<file path="src/rtl/kamus_rf_pkg.sv">
// Shared types, defaults and helpers for the multi-port register file
// and its pending-write scoreboard.
package kamus_rf_pkg;
    localparam int RF_XLEN    = 32;
    localparam int RF_NR_REGS = 32;
    localparam int RF_AW      = $clog2(RF_NR_REGS);
    localparam int ZERO_REG   = 0;

    // popcount operates on a fixed-width vector; callers zero-pad to POP_MAX
    localparam int POP_MAX = 256;
    localparam int POP_W   = 9;

    typedef logic [RF_AW-1:0]   reg_addr_t;
    typedef logic [RF_XLEN-1:0] xlen_t;

    function automatic logic [POP_W-1:0] popcount(input logic [POP_MAX-1:0] v);
        logic [POP_W-1:0] c;
        c = '0;
        for (int i = 0; i < POP_MAX; i++) begin
            c = c + {{(POP_W-1){1'b0}}, v[i]};
        end
        return c;
    endfunction
endpackage

</file>
<file path="src/rtl/rf_scoreboard.sv">
// Pending-write scoreboard: one busy bit per register, set at issue,
// cleared at writeback (set wins), with a registered population count.
module rf_scoreboard
    import kamus_rf_pkg::*;
#(
    parameter int NR_REGS = RF_NR_REGS,
    parameter int NR_WR   = 1,
    localparam int AW     = $clog2(NR_REGS)
) (
    input  logic                clk_i,
    input  logic                rst_ni,
    input  logic [NR_WR-1:0]    wr_en_i,
    input  logic [NR_WR*AW-1:0] wr_addr_i,
    input  logic                iss_valid_i,
    input  logic [AW-1:0]       iss_rd_i,
    output logic [NR_REGS-1:0]  busy_vec_o,
    output logic [AW:0]         busy_cnt_o
);

    logic [NR_REGS-1:0] busy_q, busy_d;
    logic [AW:0]        cnt_q, cnt_d;
    logic [POP_MAX-1:0] pop_pad;
    logic [POP_W-1:0]   pop_full;

    always_comb begin
        busy_d = busy_q;
        for (int w = 0; w < NR_WR; w++) begin
            if (wr_en_i[w]) busy_d[wr_addr_i[w*AW +: AW]] = 1'b0;
        end
        // A new producer supersedes any writeback landing in the same cycle
        if (iss_valid_i && (iss_rd_i != AW'(ZERO_REG))) busy_d[iss_rd_i] = 1'b1;
        busy_d[ZERO_REG] = 1'b0;
    end

    always_comb begin
        pop_pad = '0;
        pop_pad[NR_REGS-1:0] = busy_d;
    end

    assign pop_full = popcount(pop_pad);
    assign cnt_d    = pop_full[AW:0];

    always_ff @(posedge clk_i or negedge rst_ni) begin
        if (!rst_ni) begin
            busy_q <= '0;
            cnt_q  <= '0;
        end else begin
            busy_q <= busy_d;
            cnt_q  <= cnt_d;
        end
    end

    assign busy_vec_o = busy_q;
    assign busy_cnt_o = cnt_q;

endmodule

</file>
<file path="src/rtl/regfile_mp_sb.sv">
// Multi-port integer register file (x0 hardwired to zero) with a pending-write
// scoreboard. Define KAMUS_RF_BYPASS_EN for same-cycle write-to-read forwarding.
module regfile_mp_sb
    import kamus_rf_pkg::*;
#(
    parameter int XLEN    = RF_XLEN,
    parameter int NR_REGS = RF_NR_REGS,
    parameter int NR_RD   = 2,
    parameter int NR_WR   = 1,
    localparam int AW     = $clog2(NR_REGS)
) (
    input  logic                  clk_i,
    input  logic                  rst_ni,
    input  logic [NR_RD*AW-1:0]   rd_addr_i,
    output logic [NR_RD*XLEN-1:0] rd_data_o,
    output logic [NR_RD-1:0]      rd_busy_o,
    input  logic [NR_WR-1:0]      wr_en_i,
    input  logic [NR_WR*AW-1:0]   wr_addr_i,
    input  logic [NR_WR*XLEN-1:0] wr_data_i,
    input  logic                  iss_valid_i,
    input  logic [AW-1:0]         iss_rd_i,
    output logic [NR_REGS-1:0]    busy_vec_o,
    output logic [AW:0]           busy_cnt_o
);

    logic [XLEN-1:0]    mem_q [NR_REGS];
    logic [NR_REGS-1:0] busy_q;

    // Later ports overwrite earlier ones, so the highest-indexed port wins
    always_ff @(posedge clk_i or negedge rst_ni) begin
        if (!rst_ni) begin
            for (int r = 0; r < NR_REGS; r++) mem_q[r] <= '0;
        end else begin
            for (int w = 0; w < NR_WR; w++) begin
                if (wr_en_i[w] && (wr_addr_i[w*AW +: AW] != AW'(ZERO_REG))) begin
                    mem_q[wr_addr_i[w*AW +: AW]] <= wr_data_i[w*XLEN +: XLEN];
                end
            end
        end
    end

    rf_scoreboard #(
        .NR_REGS (NR_REGS),
        .NR_WR   (NR_WR)
    ) u_sb (
        .clk_i       (clk_i),
        .rst_ni      (rst_ni),
        .wr_en_i     (wr_en_i),
        .wr_addr_i   (wr_addr_i),
        .iss_valid_i (iss_valid_i),
        .iss_rd_i    (iss_rd_i),
        .busy_vec_o  (busy_q),
        .busy_cnt_o  (busy_cnt_o)
    );

    assign busy_vec_o = busy_q;

    for (genvar k = 0; k < NR_RD; k++) begin : g_rd
        logic [AW-1:0]   ra;
        logic [XLEN-1:0] rdat;
        logic            rbusy;

        assign ra = rd_addr_i[k*AW +: AW];

        always_comb begin
            rdat  = mem_q[ra];
            rbusy = busy_q[ra];
`ifdef KAMUS_RF_BYPASS_EN
            for (int w = 0; w < NR_WR; w++) begin
                if (wr_en_i[w] && (wr_addr_i[w*AW +: AW] == ra)) begin
                    rdat  = wr_data_i[w*XLEN +: XLEN];
                    rbusy = 1'b0;
                end
            end
`endif
            // Gating on reset keeps forwarded data from leaking out while held in reset
            if ((ra == AW'(ZERO_REG)) || !rst_ni) begin
                rdat  = '0;
                rbusy = 1'b0;
            end
        end

        assign rd_data_o[k*XLEN +: XLEN] = rdat;
        assign rd_busy_o[k]              = rbusy;
    end

endmodule

</file>
<file path="config.mk">
export PLATFORM = sky130hd
export DESIGN_NAME = regfile_mp_sb
export DESIGN_NICKNAME = d
export VERILOG_FILES = /design/src/rtl/kamus_rf_pkg.sv /design/src/rtl/rf_scoreboard.sv /design/src/rtl/regfile_mp_sb.sv
export SDC_FILE = /design/constraint.sdc
export NUM_CORES = 2
export LEC_CHECK = 0
export BUFFER_PORTS_ARGS = -buffer_cell sky130_fd_sc_hd__buf_4
export CAP_MARGIN = 30
export CORE_ASPECT_RATIO = 1.75
export CORE_MARGIN = 1
export CORE_UTILIZATION = 63
export DETAILED_ROUTE_END_ITERATION = 7
export GPL_TIMING_DRIVEN = 0
export PLACE_DENSITY_LB_ADDON = 0.2
export SYNTH_ARGS = -nofsm -noshare
export SYNTH_HDL_FRONTEND = slang
export SYNTH_SLANG_ARGS = --single-unit
</file>
<file path="constraint.sdc">
create_clock -name clk_i -period 6.1 [get_ports clk_i]
set_input_delay 1.22 -clock clk_i [delete_from_list [all_inputs] [get_ports clk_i]]
set_output_delay 1.22 -clock clk_i [all_outputs]
set_load 0.05 [all_outputs]
</file>
==> reports/metrics.json <==
{
  "status": "complete, no violations",
  "power.share.sequential_pct": 40.9,
  "reg2regPathDepth": 17,
  "count_of_non_filler_cells_in_the_finished_layout": 5552,
  "place_congestion": 1.06,
  "synth.top_cell.area_share_pct": 46.5,
  "p_sw_mw": 7.63,
  "initialDrtViolationCount": 5078,
  "drt_drc_violations_left": 0,
  "tightest_pin_transition_ps": 1220,
  "synth.cell_area_um2": 57100,
  "setup.reg_to_reg.worst_slack_ps": 840,
  "tritoncts_clock_tree": "done",
  "multiInputGateArea_um2": 28200,
  "grt.total_usage_pct": 48.1,
  "vias_in_the_first_global_route": 42800,
  "worst-path-max-fanout": 87,
  "detailed_route_vias_per_instance": 7.47,
  "grt_antenna_before_repair": 8,
  "setup_viol_count_final": 0,
  "clock_sinks": 1061,
  "clk_pin_slew_worst_paths_ps": 70,
  "switching_share_pct": 32.7,
  "syn_area_per_cell_um2": 14.4,
  "num-fill-cells": 5997,
  "cp.arrival_ps": 4840,
  "routed-via-count": 41500,
  "initial_core_util_pct": 63.8,
  "timing_max_transition_violations_final": 0,
  "post_synth_main_area_contributors": "sky130_fd_sc_hd__dfrtp_1, sky130_fd_sc_hd__mux2_2, sky130_fd_sc_hd__mux4_2",
  "htree_num_levels": 3,
  "vdd_drop_max_uv": 2030,
  "dominantRegCellSynth": "sky130_fd_sc_hd__dfrtp_1",
  "cp-endpoint": "rd_data_o[2]",
  "yosys.cell_types.count": 60,
  "p_int_mw": 15.7,
  "power.leakage_nw": 28.9,
  "finalCoreUtilization_pct": 72.0,
  "maxCapViolCount": 0,
  "worst_setup_path_start_kind": "input pin",
  "cp.depth": 9,
  "placed_cells": 5338,
  "synth_area_leader": "sky130_fd_sc_hd__dfrtp_1",
  "placement_rows": 145,
  "tritoncts.num_buffers": 96,
  "met1_usage_pct": 53.5,
  "dieArea_um2": 91900,
  "wl_per_cell_um": 38.8,
  "globalRoute.busiestLayer": "met2",
  "max_clock_freq_mhz": 165,
  "path_buf_inv": 5,
  "design.core.area_um2": 89400,
  "share_comb_of_total_power_pct": 31.3,
  "critical_path.cell_chain": "buf_16 > buf_16 > nor3b_4 > and2_1 > clkbuf_1 > buf_2 > a22oi_1 > nand4_1 > buf_4",
  "drive_above_1_share_pct": 45.8,
  "grt_util_met3_pct": 16.5,
  "skew_ps": 4.57,
  "detail_route.first_pass.iterations": 8,
  "totalPowerFinal_mw": 23.4,
  "finalNetCount": 4375,
  "postSynthNetCount": 4052,
  "reg_to_reg_endpoint": "u_sb.busy_cnt_o[4]$_DFF_PN0_",
  "crit_start": "rst_ni",
  "synth-edff-count": 0,
  "p_clk_share_pct": 27.9,
  "die_width_um": 230,
  "synth-seq-cells": 1061,
  "hold_class": "input pin to async pin",
  "routed_wirelength_um": 215000,
  "power_density_nw_per_um2": 362,
  "async_reset_ff_share_pct": 100,
  "post_synth_inst_count": 3964,
  "ff_latch_area_um2": 26600,
  "cp_top_family": "buffers and inverters",
  "worstSetupPathType": "input pin to output port",
  "worst_path_max_delay_cell": "sky130_fd_sc_hd__nor3b_4",
  "die_y_um": 400,
  "io-pin-count": 160,
  "cp-end-kind": "output port",
  "cpMostUsedCell": "sky130_fd_sc_hd__buf_16",
  "global_route_wire_length_before_repair_um": 306000,
  "ant_nets": 0,
  "grt_use_met2_pct": 71.7,
  "min_period_ps": 6060,
  "clockRootBuffer": "sky130_fd_sc_hd__clkbuf_16",
  "ctsLongestPathBuffers": 3,
  "yosys_warnings": 0,
  "max-slew-margin-rel_pct": 18.4,
  "place.detailed.hpwl_um": 150000,
  "io_buffers": 148,
  "postCtsHoldBufs": 0,
  "syn_to_final_growth_pct": 12.9,
  "grt.overflow.total": 0,
  "critPathRequiredTime_ps": 4880,
  "final-hold-violation-count": 0,
  "final.period_utilization_pct": 99.4,
  "seq_total_area_yosys_pct": 46.5,
  "clk_latency_ps": 730,
  "critical_path.max_stage_delay_ps": 710,
  "unrepaired_setup_endpoints_after_global_routing": "true",
  "grt_max_degree": 174,
  "timing.rr.start": "u_sb.busy_vec_o[2]$_DFF_PN0_"
}
## per-layer routing
| metal | up-vias | wire, um |
|---|---|---|
| li1 | 15800 | - |
| met3 | 1210 | 24500 |
| met1 | 21300 | 68800 |
| met4 | 4 | 25600 |
| met5 | - | 122 |
| met2 | 3130 | 96500 |
## timing repair
action                     in CTS  in global routing
setup buffers                   4                 16
resized for setup              27                 27
gates cloned                    1                  1
setup endpoints to repair      61                 47
pin swaps                       4                 13
## worst min-delay path by stage
stage,endpoint,slack [ps],depth (start not counted)
floorplan,mem_q[1000]$_DFFE_PN0P_,440,1
global placement,mem_q[1011]$_DFFE_PN0P_,450,1
detailed placement,mem_q[1019]$_DFFE_PN0P_,470,1
CTS,mem_q[1019]$_DFFE_PN0P_,480,1
global route,mem_q[903]$_DFFE_PN0P_,440,1
finish,mem_q[869]$_DFFE_PN0P_,410,1
## layout by cell type (no fill, tap or decap), types with 13 or more instances in the layout
cell	n
sky130_fd_sc_hd__nand4_1	69
sky130_fd_sc_hd__a22o_1	19
sky130_fd_sc_hd__clkinv_2	14
sky130_fd_sc_hd__clkbuf_8	27
sky130_fd_sc_hd__nand2_1	33
sky130_fd_sc_hd__a22oi_1	254
sky130_fd_sc_hd__buf_6	52
sky130_fd_sc_hd__mux4_2	375
sky130_fd_sc_hd__inv_1	46
sky130_fd_sc_hd__and3_1	68
sky130_fd_sc_hd__buf_2	119
sky130_fd_sc_hd__clkbuf_1	236
sky130_fd_sc_hd__dfrtp_1	1061
sky130_fd_sc_hd__nand3_1	73
sky130_fd_sc_hd__mux2_2	973
sky130_fd_sc_hd__a21oi_1	77
sky130_fd_sc_hd__mux2i_1	274
sky130_fd_sc_hd__mux2_1	21
sky130_fd_sc_hd__clkbuf_16	100
sky130_fd_sc_hd__fa_1	22
sky130_fd_sc_hd__mux4_1	13
sky130_fd_sc_hd__buf_4	208
sky130_fd_sc_hd__buf_8	47
## power groups by stage
| stage | clock network, mW | logic, mW | registers (mW) |
|---|---|---|---|
| 2_1_floorplan | 0 | 5.14 | 9.46 |
| 3_3_place_gp | 0 | 6.89 | 9.50 |
| 3_5_place_dp | 0 | 7.08 | 9.60 |
| 4_1_cts | 6.46 | 7.21 | 9.48 |
| 5_1_grt | 6.73 | 7.91 | 9.67 |
| 6_report | 6.51 | 7.30 | 9.54 |
## through the flow
stage	setup TNS [ps]	hold WS, ps	setup slack, ps	instance area (um2)
3_3_place_gp	-9889790	452	-10310	59700
5_1_grt	-124	439	-124	64400
2_1_floorplan	-493	441	-310	57200
4_1_cts	-102	484	-102	64000
3_5_place_dp	-21300	469	-1230	60600
6_report	0	411	38.1	64400
## registers in the layout (all words and copies together), names as in the netlist
signal           cells
mem_q             1024
u_sb.busy_cnt_o      6
u_sb.busy_vec_o     31
## cells by family after synthesis
group	count (synthesis)	share of synthesized area, %
fa+ha+maj	32	1.00
xor+xnor	3	0.0460
flops	1061	46.5
other cells	1	0.00657
mux	1656	39.8
compound gates	388	4.76
simple gates	333	3.50
buf+inv	490	4.37
## worst register-to-register path, stage by stage (launching register included)
cell and delay [ps]:
sky130_fd_sc_hd__dfrtp_1 440, sky130_fd_sc_hd__a22o_1 260, sky130_fd_sc_hd__ha_1 300, sky130_fd_sc_hd__fa_1 550
sky130_fd_sc_hd__fa_1 460, sky130_fd_sc_hd__fa_1 500, sky130_fd_sc_hd__inv_1 50, sky130_fd_sc_hd__fa_1 480
sky130_fd_sc_hd__inv_1 60, sky130_fd_sc_hd__fa_1 500, sky130_fd_sc_hd__inv_1 60, sky130_fd_sc_hd__fa_1 480
sky130_fd_sc_hd__inv_1 50, sky130_fd_sc_hd__ha_2 180, sky130_fd_sc_hd__fa_2 370, sky130_fd_sc_hd__a21o_1 190
sky130_fd_sc_hd__a21oi_2 130, sky130_fd_sc_hd__xnor2_1 130
## final cells by class
| class | count | share of cell area, % |
|---|---|---|
| Antenna cell | 10 | 0.0388 |
| Buffer | 440 | 3.73 |
| Clock inverter | 31 | 0.594 |
| Sequential cell | 1061 | 41.2 |
| Clock buffer | 146 | 4.52 |
| Timing Repair Buffer | 229 | 3.57 |
| Inverter | 46 | 0.268 |
| Multi-Input combinational cell | 2413 | 43.8 |
| Tap cell | 1176 | 2.28 |
## Yosys cell counts, types with 7 or more instances
cell,number
sky130_fd_sc_hd__dfrtp_1,1061
sky130_fd_sc_hd__mux2_2,973
sky130_fd_sc_hd__mux4_2,375
sky130_fd_sc_hd__mux2i_1,274
sky130_fd_sc_hd__a22oi_1,256
sky130_fd_sc_hd__clkbuf_1,222
sky130_fd_sc_hd__buf_2,129
sky130_fd_sc_hd__a21oi_1,79
sky130_fd_sc_hd__nand3_1,73
sky130_fd_sc_hd__nand4_1,69
sky130_fd_sc_hd__and3_1,68
sky130_fd_sc_hd__inv_1,46
sky130_fd_sc_hd__buf_6,44
sky130_fd_sc_hd__nand2_1,41
sky130_fd_sc_hd__buf_4,40
sky130_fd_sc_hd__fa_1,23
sky130_fd_sc_hd__mux2_1,21
sky130_fd_sc_hd__a22o_1,19
sky130_fd_sc_hd__nor2_1,15
sky130_fd_sc_hd__mux4_1,13
sky130_fd_sc_hd__o21ai_0,12
sky130_fd_sc_hd__ha_1,9
sky130_fd_sc_hd__nor2b_1,9
sky130_fd_sc_hd__nor2_4,8
sky130_fd_sc_hd__buf_1,7
sky130_fd_sc_hd__nor3b_1,7
(Power assumes the default switching activity.)
